`src/rtl/eth_rgmii_pkg.sv`:
```
// rtl/eth_rgmii_pkg.sv - RGMII in-band status speed codes, sample struct and FSM states
package eth_rgmii_pkg;

  localparam logic [1:0] SPD_10   = 2'b00;
  localparam logic [1:0] SPD_100  = 2'b01;
  localparam logic [1:0] SPD_1000 = 2'b10;
  localparam logic [1:0] SPD_RSVD = 2'b11;

  // Field order mirrors the IFG nibble: rxd[3]=duplex, rxd[2:1]=speed, rxd[0]=link.
  typedef struct packed {
    logic       duplex;
    logic [1:0] speed;
    logic       link;
  } inband_status_t;

  typedef enum logic [1:0] {
    S_WAIT_IFG,
    S_QUALIFY,
    S_STABLE
  } state_t;

endpackage

```
`src/rtl/rgmii_rx_inband_status.sv`:
```
// rtl/rgmii_rx_inband_status.sv - qualified RGMII in-band link status decoder
// Optional macro RX_INBAND_ERROR_COUNT_EN enables the saturating status error counter.
module rgmii_rx_inband_status
  import eth_rgmii_pkg::*;
#(
  parameter int SKIP_CYCLES   = 2,
  parameter int MATCH_COUNT   = 8,
  parameter int STALE_TIMEOUT = 65535
) (
  input  logic        clk,
  input  logic        reset_n,
  input  logic        rx_dv,
  input  logic        rx_er,
  input  logic [3:0]  rxd,
  output logic        rx_speed_10,
  output logic        rx_speed_100,
  output logic        rx_speed_1000,
  output logic        rx_link_up,
  output logic        rx_full_duplex,
  output logic        status_changed,
  output logic        qualifying,
  output logic [15:0] status_err_count
);

  localparam int SKIP_W  = (SKIP_CYCLES > 0) ? $clog2(SKIP_CYCLES + 1) : 1;
  localparam int MATCH_W = (MATCH_COUNT > 1) ? $clog2(MATCH_COUNT + 1) : 1;
  localparam int STALE_W = (STALE_TIMEOUT > 0) ? $clog2(STALE_TIMEOUT + 1) : 1;

  localparam logic [SKIP_W-1:0]  SKIP_MAX   = SKIP_W'(SKIP_CYCLES);
  localparam logic [SKIP_W-1:0]  SKIP_ONE   = SKIP_W'(1);
  localparam logic [MATCH_W-1:0] MATCH_LAST = MATCH_W'(MATCH_COUNT - 1);
  localparam logic [MATCH_W-1:0] MATCH_ONE  = MATCH_W'(1);
  localparam logic [STALE_W-1:0] STALE_MAX  = STALE_W'(STALE_TIMEOUT);
  localparam logic [STALE_W-1:0] STALE_LAST = STALE_W'((STALE_TIMEOUT > 0) ? STALE_TIMEOUT - 1 : 0);
  localparam logic [STALE_W-1:0] STALE_ONE  = STALE_W'(1);

  state_t               r_state;
  inband_status_t       r_status;
  inband_status_t       r_cand;
  logic [SKIP_W-1:0]    r_skip_cnt;
  logic [MATCH_W-1:0]   r_match_cnt;
  logic [STALE_W-1:0]   r_stale_cnt;
  logic                 r_changed;
  logic                 r_qualifying;

  inband_status_t       w_sample;
  logic                 w_ifg;
  logic                 w_sampled;
  logic                 w_valid;
  logic                 w_stale_hit;
  logic                 w_load;
  logic                 w_inc;
  logic                 w_commit;
  logic                 w_abort;

  assign w_sample    = inband_status_t'(rxd);
  assign w_ifg       = !rx_dv && !rx_er;
  assign w_sampled   = w_ifg && (r_skip_cnt == SKIP_MAX);
  assign w_valid     = (w_sample.speed != SPD_RSVD);
  assign w_stale_hit = (STALE_TIMEOUT != 0) && !w_ifg && (r_stale_cnt == STALE_LAST);

  always_comb begin
    w_load   = 1'b0;
    w_inc    = 1'b0;
    w_commit = 1'b0;
    w_abort  = 1'b0;
    case (r_state)
      S_WAIT_IFG: w_load = w_sampled && w_valid;
      S_QUALIFY: begin
        if (!w_ifg || (w_sampled && !w_valid)) begin
          w_abort = 1'b1;
        end else if (w_sampled) begin
          if (w_sample == r_cand) begin
            if (r_match_cnt == MATCH_LAST) w_commit = 1'b1;
            else                           w_inc    = 1'b1;
          end else begin
            w_load = 1'b1;
          end
        end
      end
      S_STABLE:   w_load = w_sampled && w_valid && (w_sample != r_status);
      default:    w_abort = 1'b1;
    endcase
    // A single matching sample is already enough to commit.
    if (w_load && (MATCH_COUNT == 1)) w_commit = 1'b1;
  end

  always_ff @(posedge clk or negedge reset_n) begin
    if (!reset_n) begin
      r_skip_cnt  <= '0;
      r_stale_cnt <= '0;
    end else begin
      if (!w_ifg)                      r_skip_cnt <= '0;
      else if (r_skip_cnt != SKIP_MAX) r_skip_cnt <= r_skip_cnt + SKIP_ONE;
      if (w_ifg)                        r_stale_cnt <= '0;
      else if (r_stale_cnt != STALE_MAX) r_stale_cnt <= r_stale_cnt + STALE_ONE;
    end
  end

  always_ff @(posedge clk or negedge reset_n) begin
    if (!reset_n) begin
      r_state      <= S_WAIT_IFG;
      r_status     <= '{duplex: 1'b0, speed: SPD_1000, link: 1'b0};
      r_cand       <= '{duplex: 1'b0, speed: SPD_1000, link: 1'b0};
      r_match_cnt  <= '0;
      r_changed    <= 1'b0;
      r_qualifying <= 1'b0;
    end else begin
      r_changed <= 1'b0;
      if (w_stale_hit) begin
        r_status.link <= 1'b0;
        r_changed     <= r_status.link;
        r_state       <= S_WAIT_IFG;
        r_qualifying  <= 1'b0;
      end else if (w_commit) begin
        r_status     <= w_sample;
        r_changed    <= (w_sample != r_status);
        r_match_cnt  <= '0;
        r_state      <= S_STABLE;
        r_qualifying <= 1'b0;
      end else if (w_load) begin
        r_cand       <= w_sample;
        r_match_cnt  <= MATCH_ONE;
        r_state      <= S_QUALIFY;
        r_qualifying <= 1'b1;
      end else if (w_inc) begin
        r_match_cnt  <= r_match_cnt + MATCH_ONE;
      end else if (w_abort) begin
        r_state      <= S_WAIT_IFG;
        r_qualifying <= 1'b0;
      end
    end
  end

  // Committed speed is never the reserved code, so this decode stays one-hot.
  assign rx_speed_10    = (r_status.speed == SPD_10);
  assign rx_speed_100   = (r_status.speed == SPD_100);
  assign rx_speed_1000  = (r_status.speed == SPD_1000);
  assign rx_link_up     = r_status.link;
  assign rx_full_duplex = r_status.duplex;
  assign status_changed = r_changed;
  assign qualifying     = r_qualifying;

`ifdef RX_INBAND_ERROR_COUNT_EN
  logic [15:0] r_err_cnt;
  logic        w_err_evt;

  assign w_err_evt = ((r_state == S_QUALIFY) && !w_ifg) || (w_sampled && !w_valid);

  always_ff @(posedge clk or negedge reset_n) begin
    if (!reset_n)                              r_err_cnt <= 16'h0000;
    else if (w_err_evt && r_err_cnt != 16'hFFFF) r_err_cnt <= r_err_cnt + 16'd1;
  end

  assign status_err_count = r_err_cnt;
`else
  assign status_err_count = 16'h0000;
`endif

endmodule

```
`config.mk`:
```
export PLATFORM = sky130hd
export DESIGN_NAME = rgmii_rx_inband_status
export DESIGN_NICKNAME = d
export VERILOG_FILES = /design/src/rtl/eth_rgmii_pkg.sv /design/src/rtl/rgmii_rx_inband_status.sv
export SDC_FILE = /design/constraint.sdc
export NUM_CORES = 1
export LEC_CHECK = 0
export BUFFER_PORTS_ARGS = -buffer_cell sky130_fd_sc_hd__buf_2
export CORE_ASPECT_RATIO = 0.9
export CORE_UTILIZATION = 36
export CTS_BUF_LIST = sky130_fd_sc_hd__clkbuf_16
export DETAILED_ROUTE_END_ITERATION = 12
export PLACE_DENSITY_LB_ADDON = 0.2
export SYNTH_ARGS = -nofsm -noshare
export SYNTH_HDL_FRONTEND = slang
export SYNTH_SLANG_ARGS = --single-unit
```
`constraint.sdc`:
```
create_clock -name clk -period 6 [get_ports clk]
set_input_delay 0.3 -clock clk [delete_from_list [all_inputs] [get_ports clk]]
set_output_delay 0.3 -clock clk [all_outputs]
set_load 0.02 [all_outputs]
```
After elaboration in Yosys (flattened, before gate mapping)
Index checks and enable logic that the tools add are counted.
Operators by class
  add/sub/neg operators: 3
  equal/unequal tests: 14
  mux-type cells: 37
  bitwise logic cells: 2
  reduce and logical (&&, ||, !) cells: 22
Operators with widths (number)
  16-bit 2-to-1 mux: 2
  1-bit 2-to-1 mux: 23
  16-bit by 1-bit adder with 16-bit output, second input constant: 1
  16-bit equality test, second input constant: 1
  16-bit != test, second input constant: 1
  2-bit 2-to-1 mux: 7
  4-bit 2-to-1 mux: 3
  2-bit equality test, second input constant: 3
  1-bit logical AND: 6
  2-bit AND reduction: 3
  4-bit by 1-bit adder with 4-bit output, second input constant: 1
  2-bit by 1-bit equality test with 1-bit output, second input constant: 2
  4-bit by 3-bit equality test with 1-bit output, second input constant: 1
  4-bit equality test: 1
  1-bit logical NOT: 4
  2-bit logical NOT: 2
  2-bit != test, second input constant: 2
  4-bit by 3-bit != test with 1-bit output, second input constant: 1
  4-bit != test: 1
  2-bit nonzero test: 2
  4-bit nonzero test: 1
  1-bit one-hot mux with 3 select lines: 1
  3-bit AND reduction: 1
  3-bit nonzero test: 1
  other kinds (6): 7
Storage, ports and cells
  register bits: 34
  input bits: 8
  word-level logic and storage cells: 90

Logic depth before layout (Yosys ltp)
  depth in word-level cells: 12
  mapped depth: 6
  depth with buffers taken out: 6

Worst setup path before layout
No wires, ideal clock.
  kind: reg2reg
  start: register r_skip_cnt[0]
  end: register r_cand[0] (netlist name)
  setup time: 125 ps
  arrival time: 1876 ps
  required time: 5875 ps
  setup slack: 4000 ps
  stages on the path, launching flop included: 7
  buffers on the path: 0
  cell sequence: dfrtp_1 > inv_1 > ha_1 > a21boi_0 > nand2_1 > a221oi_4 > mux2_2
Between the ends
  word-level cells in the longest chain between the ends: 8
  elaborated cells between the ends (all ways): 14
  classes of those cells: eq/ne: 1; mux: 6; bitwise: 1; reduce/logical: 6
Ends and longest elaborated chain
  from (decl): line rgmii_rx_inband_status.sv:40  | logic [SKIP_W-1:0] r_skip_cnt;
  from (signal assigned): line rgmii_rx_inband_status.sv:94  | else if (r_skip_cnt != SKIP_MAX) r_skip_cnt <= r_skip_cnt + SKIP_ONE;
  2-bit equality test (*): line rgmii_rx_inband_status.sv:58  | assign w_sampled = w_ifg && (r_skip_cnt == SKIP_MAX);
  1-bit logical AND (*): line rgmii_rx_inband_status.sv:58
  branches (longest 5 deep; another with 1-bit one-hot mux with 3 select lines)
  3-bit AND reduction (no source line) (*)
  to (signal assigned): line rgmii_rx_inband_status.sv:104  | r_cand <= '{duplex: 1'b0, speed: SPD_1000, link: 1'b0};
  to (signal assigned): line rgmii_rx_inband_status.sv:122  | r_cand <= w_sample;
  to (decl): line rgmii_rx_inband_status.sv:39  | inband_status_t r_cand;
Mark *: on every way between the ends.
A chain may end at the register's enable or synchronous reset.

Worst setup path after layout
  start: register r_skip_cnt[0]
  end: register r_cand[1] (netlist name)
Same word-level chain as after synthesis.

==> impl_metrics.py <==
metrics = {
    "logic_synthesis": {
        "syn_inst": 193,
        "synth_edf_count": 0,
        "ys.flop_type": "dfrtp_1",
        "synth_cell_types": 42,
        "synth_area_per_cell_um2": 10.0,
        "syn-cell-area_mm2": 0.00194,
        "ys_ff_latch": 33,
        "synth_seq_area_share": 0.428,
        "yosysWarnings": 0,
        "async_flop_share": 1.00,
    },
    "clock_tree": {
        "htreeDepth": 2,
        "cts_buffers": 5,
        "path_clk_slew_ps": 50,
        "cts-root-buf": "clkbuf_16",
        "clock-sinks": 33,
        "cts_resized": 0,
        "cts_tree": "yes",
        "hold_buffers": 0,
        "cts_setup_buffers": 0,
        "clk_latency_ps": 280,
        "clock_tree.buffer_depth": 2,
    },
    "detailed_routing": {
        "postRouteAntennaNets": 0,
        "wl_per_cell_um": 13.4,
        "via_per_inst": 5.28,
        "drc_errors": 0,
        "firstDrtPassIters": 4,
        "drt-initial-drc-count": 108,
        "dr_total_vias": 1468,
        "wirelength_mm": 3.74,
    },
    "global_route": {
        "grt_max_degree": 34,
        "antenna_found_initial": 0,
        "grt_pass1_wl_mm": 6.50,
        "gr-total-overflow": 0,
        "grt_pass1_vias": 1339,
        "grt_usage": 0.153,
    },
    "timing": {
        "slew_viol_final": 0,
        "period_needed_ps": 2300,
        "min_period_over_period": 0.384,
        "clock.fmax_mhz": 434,
        "slew_headroom": 0.493,
        "setup_viol": 0,
        "worst_pin_slew_ps": 760,
        "rsz0062_at_grt": "false",
        "whs_ps": 91.5,
        "clock_skew_ps": 5.31,
        "setup_ws_ps": 3700,
        "tns_ps": 0,
        "hold_viol": 0,
    },
    "power": {
        "leakagePower_nw": 0.942,
        "p_per_area_mw_per_mm2": 269,
        "peakVddDrop_mv": 0.112,
    },
    "floorplanning": {
        "rows": 24,
        "coreArea_mm2": 0.00501,
        "die_w_um": 79.3,
        "dieArea_mm2": 0.00568,
        "num_io_pins": 31,
        "die_y_um": 71.6,
        "floorplan.initialDensity": 0.386,
    },
    "place": {
        "gp_congestion": 0.721,
        "hpwl_mm": 2.66,
        "placedCellCount": 270,
        "dp_slack_ps": 3690,
        "portBuffers": 14,
    },
    "layout": {
        "antennaDiodeCount": 0,
        "fillers": 508,
        "final_layout_size_suffix_gt1_frac": 0.192,
        "fin_cells": 278,
        "syn2layout_area_growth_pct": 11.4,
        "register_area_um2": 828,
        "final_nets": 224,
        "multiInputGateArea_mm2": 0.00102,
    },
    "job": {
        "maxCapViolations": 0,
    },
    "critical_path": {
        "crit_required_ps": 6160,
        "worst_setup_path_end_kind": "register",
        "crit_type": "reg2reg",
        "startpoint_type": "register",
        "critical_path_arrival_ps": 2460,
        "cp_max_fo": 9,
    },
    "status": {
        "run_status": "finished clean",
    },
    "hold_path": {
        "hp-class": "in2async",
    },
}
-- cell families (layout without fill, tap and decap cells) --
logic type / count (synthesis) / in the layout / share of synthesized area
and+or+nand+nor: 68 / 68 / 0.218
AOI/OAI and AO/OA: 46 / 46 / 0.157
DFF: 33 / 33 / 0.428
buffers and inverters: 22 / 27 / 0.0736
xor gates and xnor gates: 11 / 11 / 0.0497
muxes: 8 / 8 / 0.0465
adders and majority gates: 4 / 4 / 0.0258
other: 1 / 16 / 0.00194
-- cells in the final DEF (no fill, tap or decap), types with 3 or more instances in the layout --
master,netlist,layout
nand3_1,11,11
o31ai_1,5,5
nor2_1,9,9
conb_1,1,16
or4_1,4,4
buf_2,0,14
ha_1,4,4
o41ai_1,3,3
clkbuf_16,0,5
and4_1,4,4
xor2_1,9,9
a31oi_1,3,3
o21ai_0,10,10
a21oi_1,17,17
and3_1,4,4
dfrtp_1,31,31
mux2_2,8,8
nand2_1,10,10
or3_1,7,7
inv_1,5,5
nand4_1,5,5
-- per-stage QoR --
| step | total power [W] | cell area, µm² | util |
|---|---|---|---|
| floorplan | 0.000329 | 1990 | - |
| global placement | 0.000343 | 2020 | 0.403 |
| detailed placement | 0.000344 | 2020 | 0.403 |
| CTS | 0.000586 | 2160 | 0.430 |
| global route | 0.000611 | 2160 | 0.430 |
| finish | 0.000580 | 2160 | 0.430 |
-- where the power goes --
part           switching, W  leakage [nW]   total, W  internal, W
sequential        0.0000237         0.437   0.000268     0.000244
clock             0.0000901        0.0687   0.000240     0.000150
combinational     0.0000444         0.437  0.0000720    0.0000276
total              0.000158         0.942   0.000580     0.000421
-- routing by layer --
| metal | GRT usage | vias up | routed length [µm] |
|---|---|---|---|
| met3 | 0.0510 | 8 | 126 |
| li1 | - | 736 | - |
| met4 | 0.0626 | 0 | 95 |
| met5 | 0 | - | 0 |
| met1 | 0.224 | 696 | 1990 |
| met2 | 0.205 | 28 | 1530 |
-- worst max-delay path: stages (launching register included) --
cell	delay (ps)
dfrtp_1	380
inv_1	60
ha_1	240
a21boi_0	460
nand2_1	190
a221oi_4	460
mux2_2	390
-- flip-flops by register name (all words and copies together) (netlist names) --
signal	count
r_status	2
status_changed	1
rx_full_duplex	1
r_cand	4
r_match_cnt	4
r_skip_cnt	2
r_state	2
r_stale_cnt	16
rx_link_up	1
-- path summary, 6_finish.rpt --
check | start | endpoint | slack (ps) | cells past startpoint
worst max-delay path | r_skip_cnt[0] | r_cand[1] | 3700 | 6
worst min-delay path | reset_n | r_stale_cnt[14] | 90 | 1
worst max register to register | r_skip_cnt[0] | r_cand[1] | 3700 | 6
worst min register to register | r_cand[3] | r_cand[3] | 530 | 1
max in group asynchronous | reset_n | r_cand[1] | 5420 | 1
min in group clk | rxd[3] | rx_full_duplex | 330 | 2
-- synthesized netlist by cell type, types with 2 or more instances --
cell     number  area, µm²
nor4_2        2       25.0
nor3_1        2       10.0
o31ai_1       5       37.5
and3_1        4       25.0
dfrtp_1      31        776
dfstp_2       2       52.6
nand2_1      10       37.5
a31oi_1       3       18.8
nor2_1        9       33.8
nand3_1      11       55.1
nor2b_1       2       12.5
or4_1         4       30.0
buf_4        16        120
o41ai_1       3       26.3
inv_1         5       18.8
o21ai_0      10       50.1
and4_1        4       35.0
ha_1          4       50.1
xor2_1        9       78.8
mux2_2        8       90.1
xnor2_1       2       17.5
nand4_1       5       31.3
a21oi_1      17       85.1
or3_1         7       43.8
-- cell type report --
| class | count | share of cell area |
|---|---|---|
| Timing Repair Buffer | 14 | 0.0325 |
| Clock buffer | 5 | 0.0580 |
| Multi-Input combinational cell | 153 | 0.474 |
| Tap cell | 65 | 0.0377 |
| Sequential cell | 33 | 0.384 |
| Clock inverter | 3 | 0.00580 |
| Inverter | 5 | 0.00870 |
(Power assumes the default switching activity.)
